File: config.mk
export PLATFORM = sky130hd
export DESIGN_NAME = iob_vga_ctrl
export DESIGN_NICKNAME = d
export VERILOG_FILES = /design/src/rtl/iob_vga_ctrl_pkg.sv /design/src/rtl/iob_vga_timing.sv /design/src/rtl/iob_vga_ctrl.sv
export VERILOG_INCLUDE_DIRS = /design/src /design/src/rtl
export SDC_FILE = /design/constraint.sdc
export NUM_CORES = 1
export LEC_CHECK = 0
export BUFFER_PORTS_ARGS = -buffer_cell sky130_fd_sc_hd__buf_2
export CAP_MARGIN = 20
export CORE_MARGIN = 4
export CORE_UTILIZATION = 55
export DETAILED_ROUTE_END_ITERATION = 12
export GPL_ROUTABILITY_DRIVEN = 0
export PLACE_DENSITY = 0.76
export SKIP_LAST_GASP = 1
export SYNTH_ARGS = -nofsm -noshare
export SYNTH_HDL_FRONTEND = slang
export SYNTH_SLANG_ARGS = --single-unit
File: constraint.sdc
create_clock -name clk -period 5.85 [get_ports clk]
set_clock_uncertainty 0.15 [all_clocks]
set_input_delay 0 -clock clk [delete_from_list [all_inputs] [get_ports clk]]
set_output_delay 0 -clock clk [all_outputs]
set_load 0.1 [all_outputs]
File: src/rtl/iob_vga_ctrl.vh
// Derived VGA timing constants. Included inside the body of a module that declares
// the H_*/V_* timing parameters and PRESCALE, and imports iob_vga_ctrl_pkg.
localparam int unsigned H_TOTAL      = H_ACTIVE + H_FP + H_SYNC + H_BP;
localparam int unsigned V_TOTAL      = V_ACTIVE + V_FP + V_SYNC + V_BP;
localparam int unsigned H_SYNC_START = H_ACTIVE + H_FP;
localparam int unsigned H_SYNC_END   = H_SYNC_START + H_SYNC;
localparam int unsigned V_SYNC_START = V_ACTIVE + V_FP;
localparam int unsigned V_SYNC_END   = V_SYNC_START + V_SYNC;
// Counter widths can hold the totals themselves so every boundary compares without truncation.
localparam int unsigned HCNT_W       = cnt_width(H_TOTAL);
localparam int unsigned VCNT_W       = cnt_width(V_TOTAL);
localparam int unsigned PRE_W        = cnt_width(PRESCALE);

File: src/rtl/iob_vga_ctrl_pkg.sv
// Shared helpers for the VGA controller.
// Contents:
//   cnt_width  - bits needed to hold the values 0..max_val
//   sync_level - drive level of a sync output given its region flag and active polarity
package iob_vga_ctrl_pkg;

  function automatic int unsigned cnt_width(input int unsigned max_val);
    return (max_val < 2) ? 1 : $clog2(max_val + 1);
  endfunction

  // Active polarity inside the sync pulse, the inverse everywhere else.
  function automatic logic sync_level(input logic in_region, input logic pol);
    return in_region ? pol : ~pol;
  endfunction

endpackage

File: src/rtl/iob_vga_timing.sv
// VGA raster timing: pixel prescaler plus horizontal/vertical counters and region flags.
// Ports:
//   clk, rst          - clock, synchronous active-high reset
//   en                - timing enable; low holds everything at the frame origin
//   tick              - pixel tick, one clk per PRESCALE clks while enabled
//   active            - current position lies in the visible area
//   h_region/v_region - current position lies inside the horizontal/vertical sync pulse
//   origin            - current position is (0,0)
module iob_vga_timing
  import iob_vga_ctrl_pkg::*;
#(
  parameter int unsigned H_ACTIVE = 640,
  parameter int unsigned H_FP     = 16,
  parameter int unsigned H_SYNC   = 96,
  parameter int unsigned H_BP     = 48,
  parameter int unsigned V_ACTIVE = 480,
  parameter int unsigned V_FP     = 10,
  parameter int unsigned V_SYNC   = 2,
  parameter int unsigned V_BP     = 33,
  parameter int unsigned PRESCALE = 4
) (
  input  logic clk,
  input  logic rst,
  input  logic en,
  output logic tick,
  output logic active,
  output logic h_region,
  output logic v_region,
  output logic origin
);

  `include "iob_vga_ctrl.vh"

  logic [PRE_W-1:0]  pre_q, pre_d;
  logic [HCNT_W-1:0] hcnt_q, hcnt_d;
  logic [VCNT_W-1:0] vcnt_q, vcnt_d;

  always_comb begin
    // Reset masks the tick so no pixel request escapes during the reset clk.
    tick   = en && !rst && (pre_q == PRE_W'(PRESCALE - 1));
    pre_d  = pre_q;
    hcnt_d = hcnt_q;
    vcnt_d = vcnt_q;
    if (!en) begin
      pre_d  = '0;
      hcnt_d = '0;
      vcnt_d = '0;
    end else if (tick) begin
      pre_d = '0;
      if (hcnt_q == HCNT_W'(H_TOTAL - 1)) begin
        hcnt_d = '0;
        vcnt_d = (vcnt_q == VCNT_W'(V_TOTAL - 1)) ? '0 : vcnt_q + VCNT_W'(1);
      end else begin
        hcnt_d = hcnt_q + HCNT_W'(1);
      end
    end else begin
      pre_d = pre_q + PRE_W'(1);
    end

    active   = (hcnt_q < HCNT_W'(H_ACTIVE)) && (vcnt_q < VCNT_W'(V_ACTIVE));
    h_region = (hcnt_q >= HCNT_W'(H_SYNC_START)) && (hcnt_q < HCNT_W'(H_SYNC_END));
    v_region = (vcnt_q >= VCNT_W'(V_SYNC_START)) && (vcnt_q < VCNT_W'(V_SYNC_END));
    origin   = (hcnt_q == '0) && (vcnt_q == '0);
  end

  always_ff @(posedge clk) begin
    if (rst) begin
      pre_q  <= '0;
      hcnt_q <= '0;
      vcnt_q <= '0;
    end else begin
      pre_q  <= pre_d;
      hcnt_q <= hcnt_d;
      vcnt_q <= vcnt_d;
    end
  end

endmodule

File: src/rtl/iob_vga_ctrl.sv
// VGA controller: scans a linear RGB565 frame buffer and drives sync, data-enable and
// reduced-width colour outputs.
// Ports:
//   clk, rst                  - clock, synchronous active-high reset
//   en                        - timing enable
//   fb_base, fb_base_wr       - frame-buffer base word address and its write strobe
//   pixel_ren, pixel_addr     - pixel read request (one clk per visible pixel)
//   pixel                     - read data, valid the clk after pixel_ren
//   h_sync, v_sync, de        - registered sync and data-enable outputs
//   red, green, blue          - colour outputs (MSBs of each RGB565 field), 0 in blanking
//   frame_start               - one-clk pulse with the output update for position (0,0)
module iob_vga_ctrl
  import iob_vga_ctrl_pkg::*;
#(
  parameter int unsigned H_ACTIVE = 640,
  parameter int unsigned H_FP     = 16,
  parameter int unsigned H_SYNC   = 96,
  parameter int unsigned H_BP     = 48,
  parameter int unsigned V_ACTIVE = 480,
  parameter int unsigned V_FP     = 10,
  parameter int unsigned V_SYNC   = 2,
  parameter int unsigned V_BP     = 33,
  parameter bit          HS_POL   = 1'b0,
  parameter bit          VS_POL   = 1'b0,
  parameter int unsigned PRESCALE = 4,
  parameter int unsigned PIXEL_W  = 16,
  parameter int unsigned COLOR_W  = 4,
  parameter int unsigned ADDR_W   = 32
) (
  input  logic               clk,
  input  logic               rst,
  input  logic               en,
  input  logic [ADDR_W-1:0]  fb_base,
  input  logic               fb_base_wr,
  output logic               pixel_ren,
  output logic [ADDR_W-1:0]  pixel_addr,
  input  logic [PIXEL_W-1:0] pixel,
  output logic               h_sync,
  output logic               v_sync,
  output logic               de,
  output logic [COLOR_W-1:0] red,
  output logic [COLOR_W-1:0] green,
  output logic [COLOR_W-1:0] blue,
  output logic               frame_start
);

  logic tick, active, h_region, v_region, origin;

  iob_vga_timing #(
    .H_ACTIVE (H_ACTIVE),
    .H_FP     (H_FP),
    .H_SYNC   (H_SYNC),
    .H_BP     (H_BP),
    .V_ACTIVE (V_ACTIVE),
    .V_FP     (V_FP),
    .V_SYNC   (V_SYNC),
    .V_BP     (V_BP),
    .PRESCALE (PRESCALE)
  ) u_timing (
    .clk      (clk),
    .rst      (rst),
    .en       (en),
    .tick     (tick),
    .active   (active),
    .h_region (h_region),
    .v_region (v_region),
    .origin   (origin)
  );

  logic [ADDR_W-1:0]  pend_q, base_q, off_q, base_cur, off_cur;
  logic               load_q, de_q, h_sync_q, v_sync_q, frame_start_q;
  logic [COLOR_W-1:0] red_q, green_q, blue_q, red_px, green_px, blue_px;
  logic               unused_pixel;

  always_comb begin
    // At the frame origin the pending base takes effect in the same clk, and the
    // offset restarts; elsewhere the offset just advances one word per visible pixel.
    base_cur   = origin ? pend_q : base_q;
    off_cur    = origin ? '0 : off_q;
    pixel_ren  = tick && active;
    pixel_addr = base_cur + off_cur;

    red_px     = pixel[15 -: COLOR_W];
    green_px   = pixel[10 -: COLOR_W];
    blue_px    = pixel[4 -: COLOR_W];

    // Read data is only valid the clk after pixel_ren: pass it straight through then
    // and serve the captured copy for the rest of the pixel period.
    red         = load_q ? red_px   : red_q;
    green       = load_q ? green_px : green_q;
    blue        = load_q ? blue_px  : blue_q;
    de          = de_q;
    h_sync      = h_sync_q;
    v_sync      = v_sync_q;
    frame_start = frame_start_q;
  end

  assign unused_pixel = ^pixel;

  always_ff @(posedge clk) begin
    if (rst) begin
      pend_q        <= '0;
      base_q        <= '0;
      off_q         <= '0;
      load_q        <= 1'b0;
      de_q          <= 1'b0;
      frame_start_q <= 1'b0;
      h_sync_q      <= ~HS_POL;
      v_sync_q      <= ~VS_POL;
      red_q         <= '0;
      green_q       <= '0;
      blue_q        <= '0;
    end else begin
      if (fb_base_wr) pend_q <= fb_base;
      load_q        <= 1'b0;
      frame_start_q <= 1'b0;
      if (load_q) begin
        red_q   <= red_px;
        green_q <= green_px;
        blue_q  <= blue_px;
      end
      if (!en) begin
        de_q     <= 1'b0;
        h_sync_q <= ~HS_POL;
        v_sync_q <= ~VS_POL;
        red_q    <= '0;
        green_q  <= '0;
        blue_q   <= '0;
      end else if (tick) begin
        if (origin) base_q <= pend_q;
        if (active) off_q <= off_cur + ADDR_W'(1);
        load_q        <= active;
        de_q          <= active;
        frame_start_q <= origin;
        h_sync_q      <= sync_level(h_region, HS_POL);
        v_sync_q      <= sync_level(v_region, VS_POL);
        if (!active) begin
          red_q   <= '0;
          green_q <= '0;
          blue_q  <= '0;
        end
      end
    end
  end

endmodule

==> results of run 1 <==
[where the power goes]
group,switching [mW],internal (mW)
combinational,0.162,0.0722
sequential,0.0174,0.940
clock,0.430,0.556
total,0.609,1.57
[logic make-up after synthesis]
family          after synthesis
flops                       136
fa+ha+maj                    24
xor+xnor                     90
buf+inv                      79
simple gates                480
mux                          49
compound gates              185
[stage by stage]
| stage | area, µm² | power (mW) | utilization, % | std cells |
|---|---|---|---|---|
| final | 9500 | 2.18 | 67.7 | 1341 |
| after global routing | 9500 | 2.25 | 67.7 | 1341 |
| after CTS | 9500 | 2.19 | 67.7 | 1341 |
| after detailed placement | 8510 | 1.19 | 60.6 | 1264 |
| after global placement | 8510 | 1.19 | 60.6 | 1264 |
| after floorplan | 7970 | 1.14 | - | 1043 |
[routing by layer]
metal	track usage [%]	up-vias	part of all wire, %
met2	40.8	216	48
met5	0	-	0
met3	5.58	33	5.5
li1	-	3770	-
met1	31.8	3450	45
met4	8.24	0	1.5
[timing repair]
action                                 CTS  global route
hold buffers                            45             0
gates resized for setup                  0             0
endpoints found under the hold margin   58             0
[cell type report]
cell class / count / area [µm²]
fill: 1209 / 4540
inverter: 16 / 60.1
sequential: 136 / 2720
clock inverter: 13 / 97.6
tap: 180 / 225
clock buffer: 19 / 443
timing repair buffer: 149 / 993
multi-input combinational: 828 / 4960
[registers in the layout (all words and copies together), names as in the netlist, 3 cells and up, named ones only]
name,count
u_timing.vcnt_q,10
blue_q,4
u_timing.hcnt_q,10
u_timing.pre_q,3
green_q,4
red_q,4
off_q,32
pend_q,32
base_q,28
[layout by cell type (no fill, tap or decap), types with 15 or more instances in the layout]
cell type	n
a21oi_1	74
and2_1	18
clkbuf_16	17
o21ai_0	37
nand4_1	15
buf_2	95
nor2_1	138
nand3_1	25
dfxtp_1	136
dlygate4sd3_1	45
xor2_1	39
nor2b_1	17
inv_1	16
nand2_1	200
mux2i_1	37
xnor2_1	48
ha_1	20
[worst paths after layout]
| path | endpoint | slack (ns) | cells after the start | startpoint |
|---|---|---|---|---|
| max | pixel_addr[30] | 0.47 | 16 | u_timing.vcnt_q[0] |
| min | pend_q[3] | 0.07 | 2 | rst |
| max reg2reg | off_q[31] | 1.47 | 12 | u_timing.pre_q[0] |
| min reg2reg | u_timing.pre_q[0] | 0.28 | 1 | u_timing.pre_q[0] |
==> results.cfg, run 1 <==
[layout]
fin_nets = 1220
syn_to_final_growth_pct = 19.6
antennaDiodeCount = 0
drive_gt1_share_pct = 14.2

[route]
postRouteAntennaNets = 0
firstDrtPassIters = 5
wl_per_cell_um = 14.7
via_per_inst = 5.57
vias = 7469
drt_wl_total_um = 19700
route.detailed.drc = 0
first_iter_violations = 527

[global_route]
grt_max_degree = 100
grt_pass1_wl_um = 33000
antenna_found_initial = 0
first_global_vias = 6883
grt_overflow = 0
grt_usage_pct = 24.7

[setup_path]
critPathSlowestCell = or4_1
cp_top_family = compound AO/OA/AOI/OAI gates
endpoint_kind = output pin
worstPathBufferInverterCount = 3
path_class = flop to output pin
cp_slowest_stage_delay_ns = 0.62
worst_setup_path_start_kind = flop
worstPathRequired_ns = 5.70
critPathMaxFanout = 16
worstPathArrival_ns = 5.23
path_cells = inv_1 > ha_1 > nand3b_1 > or3_1 > buf_4 > nor2_1 > a21oi_1 > ha_1 > a21oi_1 > or4_1 > o22a_1 > o31ai_2 > a31oi_1 > o31ai_1 > xor2_1 > buf_2

[floorplanning]
die_w_um = 128
num_rows = 43
fp.dieH_um = 128
core_um2 = 14000
die-area_um2 = 16400
io_pins = 101
start_util_pct = 56.6

[synthesis]
avgSynthCellArea_um2 = 7.62
synth_cells = 1043
synth_common_cells = nand2_1 (200), nor2_1 (139), dfxtp_1 (136), a21oi_1 (74), clkbuf_1 (54)
synth_top_family_by_area = simple AND/OR/NAND/NOR gates
yosysMostFrequentCell = nand2_1
yosys-mux-area-fraction_pct = 6.36
synth-adder-area-share_pct = 3.65
synth.distinct_cells = 69
synth_top_area_share_pct = 34.3
synth_ff_type = dfxtp_1
synthesis.area_um2 = 7950
synth-edff-count = 0
syn_nets = 1115
async_flop_share_pct = 0
synth-simple-area-share_pct = 27.4
synth_compound_area_share_pct = 14.6
yosysTopAreaCell = dfxtp_1
synth_xor_area_share_pct = 9.92
ys_seq_area_share_pct = 34.3
yosys_warnings = 0
synth-seq-cells = 136
synthTopCellsByArea = dfxtp_1 (34%), nand2_1 (9.4%), nor2_1 (6.6%)

[place]
portBuffers = 96
place_ws_ns = 0.965
dp_hpwl_um = 13200

[clock_network]
cts_tree = done
cts-buffers-inserted = 17
cts_max_path_buffers = 2
clk_pin_slew_ns = 0.06
clk_latency_ns = 0.43
clockRootBuffer = clkbuf_16
post-cts-setup-buffers = 0
htree_num_levels = 4
clock-sinks = 136

[timing]
worst_pin_slew_ns = 1.05
finalSetupViolations = 0
finalSetupTns_ns = 0
finalCriticalPeriod_ns = 5.38
slew_headroom_pct = 30.2
post-route-period-util_pct = 92.0
finalHoldViolCount = 0
max_freq_ghz = 0.186
rsz0062_at_grt = false
hold_slack_ns = 0.0661
setup_ws_ns = 0.468
slew_viol_final = 0

[worst_hold_path]
hold_path_class = input pin to flop

[power_and_ir_drop]
p_leak_nw = 3.89
power_density_nw_per_um2 = 229
irDropWorstVdd_mv = 0.206

[outcome]
status = complete, no violations

[flow_run]
cap_violations = 0
Power figures use the tool's default switching activity.
==> run 2: changes to the inputs <==
--- a/config.mk
+++ b/config.mk
@@ -16,4 +16,5 @@
 export SKIP_LAST_GASP = 1
 export SYNTH_ARGS = -nofsm -noshare
 export SYNTH_HDL_FRONTEND = slang
+export SYNTH_HIERARCHICAL = 1
 export SYNTH_SLANG_ARGS = --single-unit
==> run 2 against run 1 <==
Global-route usage decreased by 1.1 points. Register-to-register slack gained 0.51 ns. Non-clock buffer count down 2. Maximum frequency down 2.0%. Setup slack worse by 0.11 ns. Final cell count fell by 6.5%. Critical path type unchanged. Largest cell class unchanged.
==> results.cfg, run 2 <==
[outcome]
status = complete, no violations

[floorplanning]
die_w_um = 128
die-area_um2 = 16400
io_pins = 101
core_um2 = 14000
start_util_pct = 56.7
num_rows = 43
fp.dieH_um = 128

[worst_hold_path]
hold_path_class = input pin to flop
hold_start = rst

[power_and_ir_drop]
p_switching_uw = 649
comb_power_share_pct = 12.0
irDropWorstVdd_mv = 0.222
power_density_nw_per_um2 = 229
p_sw_share_pct = 29.0
power.clock.fraction_pct = 45.5
total_power_mw = 2.24
p_leak_nw = 4.09
intPower_mw = 1.59
power_frac_seq_pct = 42.5

[place]
dp.cells = 1177
portBuffers = 96
dp_hpwl_um = 12600
postPlaceCellArea_um2 = 8740
place_ws_ns = 0.750

[timing]
finalHoldViolCount = 0
worst_pin_slew_ns = 1.10
slew_headroom_pct = 26.6
finalSetupViolations = 0
setup_ws_ns = 0.356
rsz0062_at_grt = false
finalSetupTns_ns = 0
slew_viol_final = 0
max_freq_ghz = 0.182
finalCriticalPeriod_ns = 5.49
hold_slack_ns = 0.0857
post-route-period-util_pct = 93.9

[clock_network]
cts_tree = done
clock-sinks = 136
clockRootBuffer = clkbuf_16
cts_max_path_buffers = 2
post-cts-setup-buffers = 0
cts-buffers-inserted = 17
clk_pin_slew_ns = 0.06
htree_num_levels = 4
clk_latency_ns = 0.42

[global_route]
grt_pass1_wl_um = 31900
antenna_found_initial = 0
grt_max_degree = 103
grt_usage_pct = 23.6
first_global_vias = 6641
grt_overflow = 0

[setup_path]
critPathLaunch = u_timing/vcnt_q[1]
worst_setup_path_start_kind = flop
critPathMaxFanout = 6
endpoint_kind = output pin
worstPathArrival_ns = 5.34
worstPathRequired_ns = 5.70
r2r-start = u_timing/vcnt_q[1]
path_class = flop to output pin

[synthesis]
async_flop_share_pct = 0
synthTopCellsByArea = dfxtp_1 (34%), nand2_1 (6.5%), mux2i_1 (4.9%)
synth_top_area_share_pct = 34.3
synthesis.area_um2 = 7940
yosysTopAreaCell = dfxtp_1
yosys_warnings = 6
synth-seq-cells = 136
syn_nets = 1018
synth-edff-count = 0
synth.distinct_cells = 78
synth_cells = 937
ys_seq_area_share_pct = 34.3
synth_common_cells = nand2_1 (138), dfxtp_1 (136), nor2_1 (95), a21oi_1 (68), xnor2_1 (42)
yosysMostFrequentCell = nand2_1
synth_ff_type = dfxtp_1
avgSynthCellArea_um2 = 8.47

[layout]
syn_to_final_growth_pct = 22.9
fin_util_pct = 69.7
fin_cells = 1254
fin_nets = 1142
mostFrequentLayoutCells = nand2_1 (138), dfxtp_1 (136), nor2_1 (93), buf_2 (93), a21oi_1 (68)
antennaDiodeCount = 0
drive_gt1_share_pct = 20.9
final_common_cell = nand2_1
final_area_um2 = 9760
reg_top3 = base_q: 32 flops, off_q: 32 flops, pend_q: 32 flops

[route]
first_iter_violations = 416
drt_wl_total_um = 18900
firstDrtPassIters = 5
route.detailed.drc = 0
vias = 6915
via_per_inst = 5.51
postRouteAntennaNets = 0
wl_per_cell_um = 15.1

[flow_run]
cap_violations = 0
-- run 2: cell count changes after synthesis, moves of 9 or more --
| cell | delta |
|---|---|
| mux2_2 | +21 |
| nor2b_1 | +19 |
| nand2_1 | -62 |
| o21ai_0 | -12 |
| xnor2_1 | -9 |
| xor2_1 | -9 |
| clkbuf_1 | -25 |
| nor2_1 | -44 |
| and2_1 | -13 |
-- run 2: cell type report --
cell class / instances / area, µm²
Multi-Input combinational cell: 736 / 5150
Fill cell: 1113 / 4230
Sequential cell: 136 / 2720
Timing Repair Buffer: 147 / 1010
Clock buffer: 17 / 425
Tap cell: 180 / 225
Clock inverter: 15 / 134
Inverter: 23 / 88.8
-- run 2: layer usage --
layer	vias to the layer above	share of wire [%]	track usage, %
met1	3261	45	30.4
met2	134	50	40.7
met5	-	0	0
met3	16	4.2	4.92
met4	0	0.90	5.24
li1	3504	-	-
-- run 2: worst max-delay path, cell delays in order (launching register included) --
cell,delay [ns]
dfxtp_1,0.35
inv_1,0.09
ha_1,0.13
or4b_4,0.45
nor3_1,0.18
nand4_1,0.17
nor2_4,0.27
mux2_2,0.21
ha_1,0.15
inv_1,0.05
fa_1,0.41
nor2b_1,0.24
o311ai_4,0.14
o211ai_4,0.24
nand4_4,0.15
a211oi_2,0.30
nor2_2,0.13
o31ai_4,0.38
a31oi_1,0.26
xnor2_4,0.17
buf_2,0.44
-- run 2: kinds of logic (layout without fill, tap and decap cells) --
| group | after synthesis | after routing | synth area share (%) |
|---|---|---|---|
| compound gates | 157 | 157 | 13.4 |
| flops | 136 | 136 | 34.3 |
| mux | 75 | 75 | 10.2 |
| buf+inv | 65 | 202 | 3.39 |
| fa+ha+maj | 33 | 33 | 5.17 |
| xor+xnor | 73 | 73 | 8.15 |
| simple gates | 398 | 398 | 25.4 |
-- run 2: final timing paths --
| check | cells after the start | slack (ns) | to |
|---|---|---|---|
| setup reg to reg | 18 | 1.98 | off_q[26] |
| setup / recovery | 20 | 0.36 | pixel_addr[26] |
| hold / removal | 2 | 0.09 | pend_q[28] |
| hold reg to reg | 1 | 0.28 | u_timing/pre_q[0] |
-- run 2: power groups by stage --
stage                     Sequential (mW)  Clock (mW)  Combinational (mW)
after floorplan                     0.968           0               0.195
after global placement              0.971           0               0.242
after detailed placement            0.971           0               0.244
after CTS                           0.950        1.03               0.268
after global routing                0.952        1.08               0.284
final                               0.951        1.02               0.268
-- run 2: what timing repair did --
action / CTS / global route
endpoints found under the setup margin: 0 / 1
endpoints found under the hold margin: 50 / 0
gates resized for setup: 0 / 1
hold buffers: 45 / 0
==> run 3: changes to the inputs <==
--- a/config.mk
+++ b/config.mk
@@ -6,6 +6,7 @@
 export SDC_FILE = /design/constraint.sdc
 export NUM_CORES = 1
 export LEC_CHECK = 0
+export ABC_AREA = 1
 export BUFFER_PORTS_ARGS = -buffer_cell sky130_fd_sc_hd__buf_2
 export CAP_MARGIN = 20
 export CORE_MARGIN = 4
==> constraint.sdc (replaced) <==
create_clock -name clk -period 6.1 [get_ports clk]
set_clock_uncertainty 0.15 [all_clocks]
set_input_delay 0 -clock clk [delete_from_list [all_inputs] [get_ports clk]]
set_output_delay 0 -clock clk [all_outputs]
set_load 0.1 [all_outputs]
==> run 3 against run 2 <==
Clock-buffer cell count grew 3. Flip-flop and latch count did not move. Highest routed layer unchanged. Routed wire length increased by 35%. Combinational power up 15%. Register-to-register slack improved by 0.36 ns. Hold slack improved by 0.18 ns. Critical path depth is 2 higher. First-iteration DRC count grew 130%. Sequential power fell by 4.3%. Via count grew 36%. Non-clock buffer count grew 15. Core utilization is 2.7 points lower.
==> results.cfg, run 3 <==
[outcome]
status = complete, no violations

[timing]
post-route-period-util_pct = 79.2
worst_pin_slew_ns = 0.901
rsz0062_at_grt = false
slew_viol_final = 0
finalSetupTns_ns = 0
slew_headroom_pct = 39.9
finalSetupViolations = 0
hold_slack_ns = 0.261
finalCriticalPeriod_ns = 4.83
finalHoldViolCount = 0
max_freq_ghz = 0.207
setup_ws_ns = 1.27

[route]
first_iter_violations = 955
drt_wl_total_um = 25500
via_per_inst = 5.27
wl_per_cell_um = 14.3
route.detailed.drc = 0
firstDrtPassIters = 6
postRouteAntennaNets = 0
vias = 9412

[layout]
fin_cells = 1785
syn_to_final_growth_pct = 19.8
drive_gt1_share_pct = 12.7
antennaDiodeCount = 0
mostFrequentLayoutCells = nand2_1 (356), inv_1 (199), nor2_1 (192), dfxtp_1 (136), o21ai_0 (119)
reg_top3 = base_q: 32 flops, off_q: 32 flops, pend_q: 32 flops
final_common_cell = nand2_1
fin_nets = 1638

[setup_path]
worstPathArrival_ns = 4.68
worstPathRequired_ns = 5.95
endpoint_kind = output pin
path_class = flop to output pin
worst_setup_path_start_kind = flop
critPathMaxFanout = 42

[power_and_ir_drop]
p_leak_nw = 5.00
p_sw_share_pct = 28.1
p_switching_uw = 637
irDropWorstVdd_mv = 0.187
comb_power_share_pct = 13.6
power.clock.fraction_pct = 46.3
power_density_nw_per_um2 = 213
intPower_mw = 1.63
power_frac_seq_pct = 40.2

[place]
place_ws_ns = 1.78
dp_hpwl_um = 17800
dp.cells = 1693
portBuffers = 96

[synthesis]
synth-seq-cells = 136
synth.distinct_cells = 42
synth_cells = 1420
synth-edff-count = 0
async_flop_share_pct = 0
yosysMostFrequentCell = nand2_1
ys_seq_area_share_pct = 30.6
synthTopCellsByArea = dfxtp_1 (31%), nand2_1 (15%), inv_1 (8.4%)
synth_top_area_share_pct = 30.6
synth_common_cells = nand2_1 (356), inv_1 (199), nor2_1 (192), dfxtp_1 (136), o21ai_0 (119)
avgSynthCellArea_um2 = 6.26
synthesis.area_um2 = 8890
syn_nets = 1501
yosysTopAreaCell = dfxtp_1
synth_ff_type = dfxtp_1
yosys_warnings = 6

[floorplanning]
io_pins = 101
core_um2 = 15900
die-area_um2 = 18300
num_rows = 46
start_util_pct = 56.0
fp.dieH_um = 135
die_w_um = 135

[clock_network]
clk_latency_ns = 0.42
cts_tree = done
clockRootBuffer = clkbuf_16
clk_pin_slew_ns = 0.06
cts-buffers-inserted = 17
htree_num_levels = 4
post-cts-setup-buffers = 0
clock-sinks = 136
cts_max_path_buffers = 2

[flow_run]
cap_violations = 0

[global_route]
antenna_found_initial = 0
grt_pass1_wl_um = 41700
grt_overflow = 0
grt_max_degree = 71
first_global_vias = 8789
grt_usage_pct = 28.2

[worst_hold_path]
hold_path_class = input pin to flop
[run 3: cell types whose count changed in the layout (fill, tap and decap cells not counted), moves of 11 or more]
cell	delta
inv_1	+177
nand2_2	+11
xnor2_2	-13
nand3_1	+72
dlygate4sd3_1	+16
o21ai_0	+94
nand2_1	+218
nor2_2	+18
mux2i_1	-39
nor2b_1	-36
mux2_2	-33
xnor2_1	-16
nor2_1	+99
and3_1	-11
[run 3: final timing paths]
kind	start	endpoint	cells past startpoint	slack [ns]
setup reg to reg	u_timing/vcnt_q[1]	off_q[24]	16	2.34
hold / removal	fb_base[5]	pend_q[5]	4	0.26
hold reg to reg	u_timing/pre_q[0]	u_timing/pre_q[0]	1	0.28
setup / recovery	u_timing/vcnt_q[1]	pixel_addr[28]	22	1.27
[run 3: critical path: stages, from the launching register on]
cell and delay [ns]:
dfxtp_1 0.35, inv_1 0.10, ha_1 0.20, nand4_1 0.12
nor4_2 0.22, buf_4 0.48, inv_2 0.40, o21ai_0 0.26
ha_1 0.20, inv_1 0.06, fa_1 0.40, inv_1 0.07
a21oi_1 0.06, nand2_1 0.13, nand3_1 0.09, nand2_1 0.15
nand2_1 0.07, nand2_1 0.14, nand3_1 0.14, nand3_1 0.09
nand2_1 0.05, nand2_1 0.04, buf_2 0.41
[run 3: timing repair]
item / 4_1_cts / 5_1_grt
gates resized for setup: 0 / 0
hold buffers: 61 / 0
endpoints found under the hold margin: 75 / 0
[run 3: power groups by stage]
stage	Sequential [mW]	Clock, mW	Combinational (mW)
global placement	0.928	0	0.268
floorplan	0.928	0	0.207
finish	0.910	1.05	0.308
global route	0.911	1.10	0.328
detailed placement	0.929	0	0.270
CTS	0.909	1.06	0.303
[run 3: kinds of logic (layout without fill, tap and decap cells)]
family | after synthesis | after routing | synth area share (%)
flops | 136 | 136 | 30.6
buf+inv | 252 | 401 | 11.6
simple gates | 737 | 737 | 36.0
fa+ha+maj | 29 | 29 | 4.17
xor+xnor | 43 | 43 | 4.24
compound gates | 223 | 223 | 13.4
[run 3: metal layers]
layer,vias up,track usage [%],wire (µm)
li1,4784,-,-
met1,4220,37.0,11100
met2,357,46.3,11600
met3,51,3.97,1740
met4,0,12.8,989
met5,-,0,0
[run 3: per-stage QoR]
stage | total power [mW] | cell area [µm²] | utilization [%]
floorplan | 1.13 | 8890 | -
global placement | 1.20 | 9430 | 59.4
detailed placement | 1.20 | 9430 | 59.4
CTS | 2.27 | 10600 | 67.0
global route | 2.34 | 10600 | 67.0
finish | 2.26 | 10600 | 67.0
[run 3: cell type report]
cell class,count,area (µm²)
Clock buffer,20,467
Clock inverter,11,135
Fill cell,1387,5240
Inverter,208,781
Multi-Input combinational cell,1032,5140
Sequential cell,136,2720
Tap cell,216,270
Timing Repair Buffer,162,1130
